===== src/rtl/sd_file_stream_if.sv =====
// rtl/sd_file_stream_if.sv - byte-in / word-out stream bundle of sd_file_stream
interface sd_file_stream_if #(
  parameter int DATA_W = 32
);
  localparam int NB = DATA_W / 8;

  logic              in_en;
  logic [7:0]        in_byte;
  logic              out_valid;
  logic              out_ready;
  logic [DATA_W-1:0] out_data;
  logic [NB-1:0]     out_keep;
  logic              out_last;

  // master is the packer side, slave is the reader/consumer side
  modport master (
    input  in_en, in_byte, out_ready,
    output out_valid, out_data, out_keep, out_last
  );
  modport slave (
    output in_en, in_byte, out_ready,
    input  out_valid, out_data, out_keep, out_last
  );
endinterface


===== src/rtl/sd_file_stream.sv =====
// rtl/sd_file_stream.sv - sd_file_reader byte strobes to little-endian keep/last word stream
// Optional byte checksum on the sum port when SFS_SUM_EN is defined.
module sd_file_stream #(
  parameter int DATA_W       = 32,
  parameter int FIFO_DEPTH   = 16,
  parameter int IDLE_TIMEOUT = 1000000,
  parameter int MAX_BYTES    = 0
) (
  input  logic             clk,
  input  logic             rstn,
  input  logic             start,
  output logic             reader_rstn,
  input  logic             file_found,
  sd_file_stream_if.master strm,
  output logic [31:0]      byte_count,
  output logic             busy,
  output logic             done,
  output logic             overflow,
  output logic [31:0]      sum
);
  localparam int NB = DATA_W / 8;
  localparam int LW = (NB > 1) ? $clog2(NB) : 1;
  localparam int AW = $clog2(FIFO_DEPTH);
  localparam int EW = DATA_W + NB + 1;

  typedef enum logic [2:0] {IDLE, RUN, FLUSH, DONE, ERR} state_t;

  state_t            state;
  logic              start_q;
  logic [31:0]       idle_cnt;
  logic [DATA_W-1:0] acc;
  logic [LW-1:0]     lane;
  logic              pend;
  logic              tail_done;

  logic [EW-1:0]     mem [FIFO_DEPTH];
  logic [AW-1:0]     wptr;
  logic [AW-1:0]     rptr;
  logic [AW:0]       fcount;
  logic [EW-1:0]     head;
  logic              fifo_empty;
  logic              fifo_full;

  logic              start_rise;
  logic              lim_hit;
  logic              accept;
  logic              need_tail;
  logic              pop;
  logic              run_push;
  logic              flush_push;
  logic              push;
  logic              ovf_hit;
  logic              wr_en;
  logic              fifo_clr;
  logic [NB-1:0]     part_keep;
  logic [NB-1:0]     push_keep;
  logic [31:0]       count_inc;
  logic              unused_file_found;

  assign unused_file_found = file_found;

  always_comb begin
    part_keep = '0;
    for (int k = 0; k < NB; k++)
      part_keep[k] = (k < int'(lane));
  end

  assign fifo_empty = (fcount == '0);
  assign fifo_full  = (fcount == (AW+1)'(FIFO_DEPTH));
  assign start_rise = start && !start_q;
  assign lim_hit    = (MAX_BYTES != 0) && (byte_count >= 32'(MAX_BYTES));
  assign accept     = (state == RUN) && start && strm.in_en && !lim_hit;
  assign need_tail  = (byte_count != '0) && !tail_done;
  assign pop        = !fifo_empty && strm.out_ready;
  // A completed word waits in acc until the next byte proves it is not the last one
  assign run_push   = accept && pend;
  assign flush_push = (state == FLUSH) && start && need_tail && !fifo_full;
  assign push       = run_push || flush_push;
  assign ovf_hit    = run_push && fifo_full && !pop;
  assign wr_en      = push && !ovf_hit;
  assign fifo_clr   = ((state == IDLE) && start_rise) || (busy && !start) || ovf_hit;
  assign push_keep  = (flush_push && !pend) ? part_keep : '1;
  assign count_inc  = (byte_count == '1) ? byte_count : byte_count + 32'd1;

  always_ff @(posedge clk or negedge rstn) begin
    if (!rstn) begin
      wptr   <= '0;
      rptr   <= '0;
      fcount <= '0;
    end else if (fifo_clr) begin
      wptr   <= '0;
      rptr   <= '0;
      fcount <= '0;
    end else begin
      if (wr_en)
        wptr <= wptr + 1'b1;
      if (pop)
        rptr <= rptr + 1'b1;
      case ({wr_en, pop})
        2'b10:   fcount <= fcount + 1'b1;
        2'b01:   fcount <= fcount - 1'b1;
        default: fcount <= fcount;
      endcase
    end
  end

  always_ff @(posedge clk) begin
    if (wr_en)
      mem[wptr] <= {flush_push, push_keep, acc};
  end

  assign head           = mem[rptr];
  assign strm.out_valid = !fifo_empty;
  assign strm.out_data  = fifo_empty ? '0 : head[DATA_W-1:0];
  assign strm.out_keep  = fifo_empty ? '0 : head[DATA_W +: NB];
  assign strm.out_last  = !fifo_empty && head[EW-1];

  assign busy        = (state == RUN) || (state == FLUSH);
  assign done        = (state == DONE);
  assign overflow    = (state == ERR);
  assign reader_rstn = busy;

`ifdef SFS_SUM_EN
  logic [31:0] sum_acc;
  assign sum = sum_acc;
`else
  assign sum = '0;
`endif

  always_ff @(posedge clk or negedge rstn) begin
    if (!rstn) begin
      state      <= IDLE;
      start_q    <= 1'b0;
      byte_count <= '0;
      idle_cnt   <= '0;
      acc        <= '0;
      lane       <= '0;
      pend       <= 1'b0;
      tail_done  <= 1'b0;
`ifdef SFS_SUM_EN
      sum_acc    <= '0;
`endif
    end else begin
      start_q <= start;
      case (state)
        IDLE: begin
          if (start_rise) begin
            state      <= RUN;
            byte_count <= '0;
            idle_cnt   <= '0;
            acc        <= '0;
            lane       <= '0;
            pend       <= 1'b0;
            tail_done  <= 1'b0;
`ifdef SFS_SUM_EN
            sum_acc    <= '0;
`endif
          end
        end
        RUN: begin
          if (!start) begin
            state <= IDLE;
            acc   <= '0;
            lane  <= '0;
            pend  <= 1'b0;
          end else if (accept) begin
            byte_count <= count_inc;
            idle_cnt   <= '0;
            // lane 0 opens a fresh word, so stale upper lanes are dropped here
            acc  <= ((lane == '0) ? '0 : acc) | (DATA_W'(strm.in_byte) << (8 * int'(lane)));
            pend <= (int'(lane) == NB - 1);
            lane <= (int'(lane) == NB - 1) ? '0 : lane + 1'b1;
`ifdef SFS_SUM_EN
            sum_acc <= sum_acc + {24'd0, strm.in_byte};
`endif
            if (ovf_hit)
              state <= ERR;
            else if ((MAX_BYTES != 0) && (count_inc == 32'(MAX_BYTES)))
              state <= FLUSH;
          end else if (byte_count != '0) begin
            idle_cnt <= idle_cnt + 32'd1;
            if (idle_cnt + 32'd1 >= 32'(IDLE_TIMEOUT))
              state <= FLUSH;
          end
        end
        FLUSH: begin
          if (!start) begin
            state <= IDLE;
            acc   <= '0;
            lane  <= '0;
            pend  <= 1'b0;
          end else if (flush_push) begin
            tail_done <= 1'b1;
            pend      <= 1'b0;
          end else if (!need_tail && fifo_empty) begin
            state <= DONE;
          end
        end
        DONE, ERR: begin
          if (!start)
            state <= IDLE;
        end
        default: state <= IDLE;
      endcase
    end
  end
endmodule


===== src/flat_wrapper.sv =====
// flat-port wrapper written by rule: the top's interface ports become plain ports
module sd_file_stream_flat 
#(
  parameter int DATA_W       = 32,
  parameter int FIFO_DEPTH   = 16,
  parameter int IDLE_TIMEOUT = 1000000,
  parameter int MAX_BYTES    = 0
)
  (clk, rstn, start, reader_rstn, file_found, byte_count, busy, done, overflow, sum, strm_in_en, strm_in_byte, strm_out_ready, strm_out_valid, strm_out_data, strm_out_keep, strm_out_last);
  sd_file_stream_if #(.DATA_W(DATA_W)) strm_i ();
  input  logic clk;
  input  logic rstn;
  input  logic start;
  output logic reader_rstn;
  input  logic file_found;
  output logic [31:0] byte_count;
  output logic busy;
  output logic done;
  output logic overflow;
  output logic [31:0] sum;
  input wire logic [$bits(strm_i.in_en)-1:0] strm_in_en;
  input wire logic [$bits(strm_i.in_byte)-1:0] strm_in_byte;
  input wire logic [$bits(strm_i.out_ready)-1:0] strm_out_ready;
  output wire logic [$bits(strm_i.out_valid)-1:0] strm_out_valid;
  output wire logic [$bits(strm_i.out_data)-1:0] strm_out_data;
  output wire logic [$bits(strm_i.out_keep)-1:0] strm_out_keep;
  output wire logic [$bits(strm_i.out_last)-1:0] strm_out_last;
  assign strm_i.in_en = strm_in_en;
  assign strm_i.in_byte = strm_in_byte;
  assign strm_i.out_ready = strm_out_ready;
  assign strm_out_valid = strm_i.out_valid;
  assign strm_out_data = strm_i.out_data;
  assign strm_out_keep = strm_i.out_keep;
  assign strm_out_last = strm_i.out_last;
  sd_file_stream #(.DATA_W(DATA_W), .FIFO_DEPTH(FIFO_DEPTH), .IDLE_TIMEOUT(IDLE_TIMEOUT), .MAX_BYTES(MAX_BYTES)) u_core (.clk(clk), .rstn(rstn), .start(start), .reader_rstn(reader_rstn), .file_found(file_found), .strm(strm_i), .byte_count(byte_count), .busy(busy), .done(done), .overflow(overflow), .sum(sum));
endmodule

===== config.mk =====
export PLATFORM = sky130hd
export DESIGN_NAME = sd_file_stream_flat
export DESIGN_NICKNAME = d
export VERILOG_FILES = /design/src/rtl/sd_file_stream_if.sv /design/src/rtl/sd_file_stream.sv /design/src/flat_wrapper.sv
export SDC_FILE = /design/constraint.sdc
export NUM_CORES = 1
export LEC_CHECK = 0
export ABC_AREA = 1
export ABC_CLOCK_PERIOD_IN_PS = 6600
export CELL_PAD_IN_SITES_DETAIL_PLACEMENT = 2
export CELL_PAD_IN_SITES_GLOBAL_PLACEMENT = 2
export CORE_MARGIN = 3
export CORE_UTILIZATION = 41
export CTS_BUF_LIST = sky130_fd_sc_hd__clkbuf_8
export DETAILED_ROUTE_END_ITERATION = 10
export HOLD_SLACK_MARGIN = 0.1
export PLACE_DENSITY_LB_ADDON = 0.1
export SLEW_MARGIN = 10
export SYNTH_ARGS = -nofsm -noshare
export SYNTH_HDL_FRONTEND = slang
export SYNTH_SLANG_ARGS = --single-unit

===== constraint.sdc =====
create_clock -name clk -period 6.6 [get_ports clk]
set_clock_uncertainty 0.05 [all_clocks]
set_input_delay 1.32 -clock clk [delete_from_list [all_inputs] [get_ports clk]]
set_output_delay 1.32 -clock clk [all_outputs]
set_load 0.01 [all_outputs]

# ---- After elaboration in Yosys (flattened, before gate mapping)
# Memory sizes are Yosys's and may differ from the RTL's.
# Index checks and enable logic that the tools add are counted.
# W data, S select, Z words.
dict set report op_classes {
  n_addsub 7
  order_cmp 4
  eq_ne 25
  n_shift 1
  mux 51
  bitwise 1
  n_reduce_logical 47
}
# operator n
set op_table {}
lappend op_table {{$mux W32} 12}
lappend op_table {{$pmux W32 S2} 2}
lappend op_table {{$pmux W32 S3} 1}
lappend op_table {{$add A32 B1 Y32 const B} 2}
lappend op_table {{$eq A32 B32 Y1 const B} 1}
lappend op_table {{$ge A32 B20 Y1 const B} 1}
lappend op_table {{$or A32 B32 Y32} 1}
lappend op_table {{$reduce_bool A32 Y1} 1}
lappend op_table {{$shl A8 B5 Y32} 1}
lappend op_table {{$mux W3} 10}
lappend op_table {{$mux W4} 6}
lappend op_table {{$logic_and A1 B1 Y1} 17}
lappend op_table {{$reduce_and A4 Y1} 4}
lappend op_table {{$pmux W3 S4} 1}
lappend op_table {{$mux W2} 5}
lappend op_table {{$ne A2 B2 Y1 const B} 5}
lappend op_table {{$pmux W5 S2} 1}
lappend op_table {{$logic_not A1 Y1} 9}
lappend op_table {{$mux W1} 9}
lappend op_table {{$add A4 B1 Y4 const B} 2}
lappend op_table {{$reduce_bool A2 Y1} 4}
lappend op_table {{$reduce_and A7 Y1} 1}
lappend op_table {{$eq A3 B2 Y1 const B} 2}
lappend op_table {{$ne A2 B1 Y1 const B} 3}
lappend op_table {{27 further kinds} 35}
dict set report word_totals {
  ff_bits 117
  ramBits 592
  in_bits 14
  out_inout_bits 106
  wordCells 148
  memories 1
}
# name depth width rd rd_ports_with_merged_regs write_ports line
set memory_table {}
lappend memory_table {u_core.mem 16 37 1 0 1 sd_file_stream.sv:36} ;# logic [EW-1:0] mem [FIFO_DEPTH];

# ---- Logic depth before layout (Yosys ltp)
dict set report logic_depth {
  word_depth 11
  ltp_mapped 18
  depth_no_buf 18
}

# ---- Worst setup path before layout
# OpenSTA, ideal clock, no wires.
dict set report synth_timing {
  path_kind {in2reg}
  start {in start}
  end {mem u_core.mem[0][0] (netlist name) (enable)}
  setup_ns 0.431
  arrival_ns 3.849
  required_time_ns 6.119
  setup_slack_ns 2.270
  cell_stages 9
  path_buffers 0
  path_cell_list {inv_1 nor3_4 inv_4 nand2_1 nor2_1 nand2_2 inv_2 nand2_1 nor2_1}
}
dict set report synth_between {
  elab_chain_len 9
  word_cells_on_any_way 13
  classes_between {2 x mux; 11 x reduce/logical}
}
# item line
set synth_lines {}
lappend synth_lines {{from (decl)} flat_wrapper.sv:13} ;# input logic start;
lappend synth_lines {{$logic_and A1 B1 Y1 (2 in series)} sd_file_stream.sv:72} ;# assign accept = (state == RUN) && start && strm.in_en && !lim_hit;
lappend synth_lines {{$logic_and A1 B1 Y1} sd_file_stream.sv:76} ;# assign run_push = accept && pend;
lappend synth_lines {{$logic_and A1 B1 Y1 (2 in series)} sd_file_stream.sv:79} ;# assign ovf_hit = run_push && fifo_full && !pop;
lappend synth_lines {{$logic_not A1 Y1} sd_file_stream.sv:80} ;# assign wr_en = push && !ovf_hit;
lappend synth_lines {{$logic_and A1 B1 Y1 (*)} sd_file_stream.sv:80}
lappend synth_lines {{$mux W1 (*)} sd_file_stream.sv:108} ;# if (wr_en)
lappend synth_lines {{$mux W1 (implied by the code) (*)} sd_file_stream.sv:109} ;# mem[wptr] <= {flush_push, push_keep, acc};
lappend synth_lines {{to (decl)} sd_file_stream.sv:36}
# Mark *: on every way between the ends. The rest lies on a longest branch, timed or not.

# ---- Final worst setup path
dict set report layout_timing {
  start {reg u_core.rptr[1]}
  end {out strm_out_data[13]}
}
dict set report layout_between {
  elab_chain_len 2
}
# item line
set layout_lines {}
lappend layout_lines {{from (decl)} sd_file_stream.sv:38} ;# logic [AW-1:0] rptr;
lappend layout_lines {{from (signal assigned)} sd_file_stream.sv:98} ;# rptr <= rptr + 1'b1;
lappend layout_lines {{$mem_v2 Z16 W37} n/a}
lappend layout_lines {{$mux W32} sd_file_stream.sv:114} ;# assign strm.out_data = fifo_empty ? '0 : head[DATA_W-1:0];
lappend layout_lines {{to (decl)} flat_wrapper.sv:25} ;# output wire logic [$bits(strm_i.out_data)-1:0] strm_out_data;
# No other way between the ends.

==> key figures <==
Global route
  • First-pass GRT wire length: 152 mm
  • Initial antenna violation count: 2
  • Vias in the first global route: 24.2k
  • Total track usage: 0.260
  • Grt total ovfl: 0
  • Largest net degree at the start of global routing: 161

Route
  • Router iterations before antenna repair: 5
  • Via count: 21.6k
  • Drt drc: 0
  • WL per Instance: 26.7 µm
  • Antenna Nets Post-Route: 0
  • Initial DRC count: 1614
  • Wirelength, routed: 100 mm
  • Via density per instance: 5.77

CTS
  • Cts-stage hold buffer count: 0
  • Clk slew on worst S/H paths: 0.06 ns
  • CTS Root Cell: clkbuf_8
  • CTS tree: built
  • Clock Latency Late Sink: 0.73 ns
  • Post-cts gate resize count: 0
  • Post-CTS Setup Bufs: 0
  • Htree depth: 3
  • Max Root-Sink Buffers: 3
  • Clock tree sinks: 709
  • TritonCTS buffer count: 120

Critical path
  • Reg2reg setup slack: 2.91 ns
  • Worst path max stage delay: 0.80 ns
  • Worst Path Class, Setup: flip-flop to output pin
  • Worst path cell trace: inv_6, o21ai_0, o22ai_1, nor2_1, nor2_1, o21ai_0, a21oi_1, clkdlybuf4s50_1
  • Critical path endpoint category: output pin
  • WP buf/inv: 2
  • Largest delay contributor family on the critical path: buffers and inverters
  • Largest fanout on the critical path: 66
  • Arrival time worst endpoint: 4.28 ns
  • Crit path required time: 5.23 ns
  • CP max-delay cell: dfrtp_4
  • Worst Setup Start Kind: flip-flop

Outcome
  • Status: completed

STA
  • Relative slew margins: 0.210
  • RSZ-0062 raised after global routing: false
  • Least-Margin Pin Slew: 1.18 ns
  • Final period util: 0.856
  • Final setup fails: 0
  • Final hold violation count: 0
  • Achievable Freq: 177 MHz
  • Fin crit period: 5.65 ns
  • Final max-slew violation count: 0
  • Sum Neg Setup Slack: 0 ns

Logic synthesis
  • Synth warnings: 0
  • Area leader, netlist: edfxtp_1
  • Synthesized area: 0.0300 mm²
  • Ys async rst share: 0.165
  • Primary FF master, synth: edfxtp_1
  • Yosys reg bits: 709
  • Register area share after synthesis: 0.690
  • Average instance area after synthesis: 11.6 µm²
  • Mapped Cells: 2586
  • Synth unique cells: 50
  • Area contributors post-synth: edfxtp_1, dfrtp_1, o21ai_0
  • Area fraction of the dominant cell type after synthesis: 0.592
  • Number of synthesized flops with an enable pin: 592

Placed design
  • Final HPWL DP: 59.0 mm
  • IO buf count: 86
  • Dpl cell area: 0.0319 mm²
  • Routability congestion estimate: 0.817

Power and ir drop
  • PwrDens: 381 mW/mm²
  • Max VDD drop: 0.000214 V
  • Leakage Power: 12.0 nW

Finish
  • Fillers: 7215
  • Post-route cell area: 0.0342 mm²
  • Synth-to-layout area growth: 14.1%
  • Fraction of layout cells with a size suffix above 1: 0.0984
  • Commonest non-fill, non-tap cell in the layout: edfxtp_1
  • Commonest cells after routing, fill and taps aside: edfxtp_1, nor2_1, o21ai_0
  • Fin nets: 2719

Die
  • Die H: 277 µm
  • I/O Pins: 120
  • Die Width: 277 µm
  • Die area: 0.0765 mm²
  • Row count: 98
  • Starting Density: 0.417
  • Core area: 0.0720 mm²

Flow run
  • Number of max-cap violations: 0

Min path
  • Min-Delay Path Class: flip-flop to flip-flop
## per-stage QoR
stage | hold WS (ns) | power, W | cells | worst slack (ns) | utilization
after floorplan | 0.421 | 0.00753 | 2617 | 2.27 | -
after global placement | 0.463 | 0.00903 | 3519 | 1.63 | 0.443
after detailed placement | 0.485 | 0.00927 | 3519 | 1.53 | 0.443
after CTS | 0.477 | 0.0132 | 3746 | 0.936 | 0.476
after global routing | 0.521 | 0.0137 | 3747 | 0.762 | 0.476
final | 0.502 | 0.0130 | 3747 | 0.953 | 0.476
## flip-flops by register name, indices dropped and copies added, names as in the netlist
signal             flops
u_core.mem           592
u_core.acc            32
u_core.byte_count     32
u_core.idle_cnt       32
u_core.fcount          5
u_core.rptr            4
u_core.wptr            4
u_core.state           3
u_core.lane            2
u_core.pend            1
u_core.start_q         1
u_core.tail_done       1
## routing by layer
layer / track usage / wire length (µm) / up-vias
met3: 0.0367 / 3960 / 194
met4: 0.0808 / 2810 / 0
met2: 0.453 / 50700 / 529
li1: - / - / 9530
met5: 0 / 0 / -
met1: 0.338 / 42700 / 11400
## worst reg2reg max path, cell delays in order, from the launching register on
cell and delay [ns]:
dfrtp_1 0.45, inv_1 0.15, nor2_4 0.09, inv_2 0.17
nand2_1 0.15, nand2_1 0.09, nand2_1 0.06, nor2_1 0.41
nand2_2 0.16, inv_2 0.17, nand2_1 0.25, nor2_4 0.85
buf_12 0.32
## worst paths after layout
check	from	to	cells past startpoint
setup reg to reg	u_core.state[0]$_DFFE_PN0P_	u_core.mem[14][18]$_DFFE_PP_	12
min in group asynchronous	rstn	u_core.idle_cnt[20]$_DFFE_PN0P_	1
hold / removal	u_core.fcount[3]$_DFFE_PN0P_	u_core.fcount[3]$_DFFE_PN0P_	2
max in group asynchronous	rstn	u_core.rptr[2]$_DFFE_PN0P_	2
setup / recovery	u_core.rptr[1]$_DFFE_PN0P_	strm_out_data[13]	8
hold reg to reg	u_core.fcount[3]$_DFFE_PN0P_	u_core.fcount[3]$_DFFE_PN0P_	2
## cell usage after synthesis (2+ instances only)
master / count
inv_4: 2
buf_2: 14
nor3b_1: 3
clkbuf_1: 110
nor2_4: 6
inv_1: 133
nand4_1: 17
edfxtp_1: 592
nand2_4: 6
buf_6: 2
dfrtp_1: 117
and2_1: 2
nor4_1: 9
nor4b_1: 2
nand2_2: 6
o211ai_1: 2
ha_1: 13
buf_4: 36
nor3_4: 2
inv_2: 9
xor2_1: 21
o21ai_0: 350
nor2_1: 452
o22ai_1: 89
a31oi_1: 2
nor2_8: 2
nor3_1: 18
a22o_1: 3
o31ai_1: 8
and3_1: 2
buf_1: 12
nand3_1: 112
o21a_1: 4
o221ai_1: 106
nor2_2: 8
nand2_1: 233
a21oi_1: 63
o21ai_1: 6
## layout make-up
class,instances,area [µm²],area share
clock inverters,85,368,0.0107
diodes,1,2.50,0.0000731
inverters,145,567,0.0166
flip-flops and latches,709,20700,0.605
repair buffers,126,1260,0.0369
well taps,950,1190,0.0347
clock buffers,142,1950,0.0571
multi-input cells,1589,8180,0.239
## power by group
group          total, W  switching (W)  leakage (nW)  internal (W)
clock           0.00382        0.00187          1.36       0.00195
combinational   0.00384        0.00263          3.58       0.00121
sequential      0.00537       0.000298          7.10       0.00507
total            0.0130        0.00480          12.0       0.00823
## cell families (layout without fill, tap and decap cells)
logic type / count (synthesis) / count (layout) / synth area share
and+or+nand+nor: 884 / 884 / 0.126
DFF: 709 / 709 / 0.690
AOI/OAI and AO/OA: 637 / 637 / 0.126
buffers and inverters: 319 / 498 / 0.0458
xor gates and xnor gates: 22 / 22 / 0.00642
adders and majority gates: 14 / 14 / 0.00609
other: 1 / 33 / 0.000125
No activity file was read; power rests on OpenSTA's default activity.
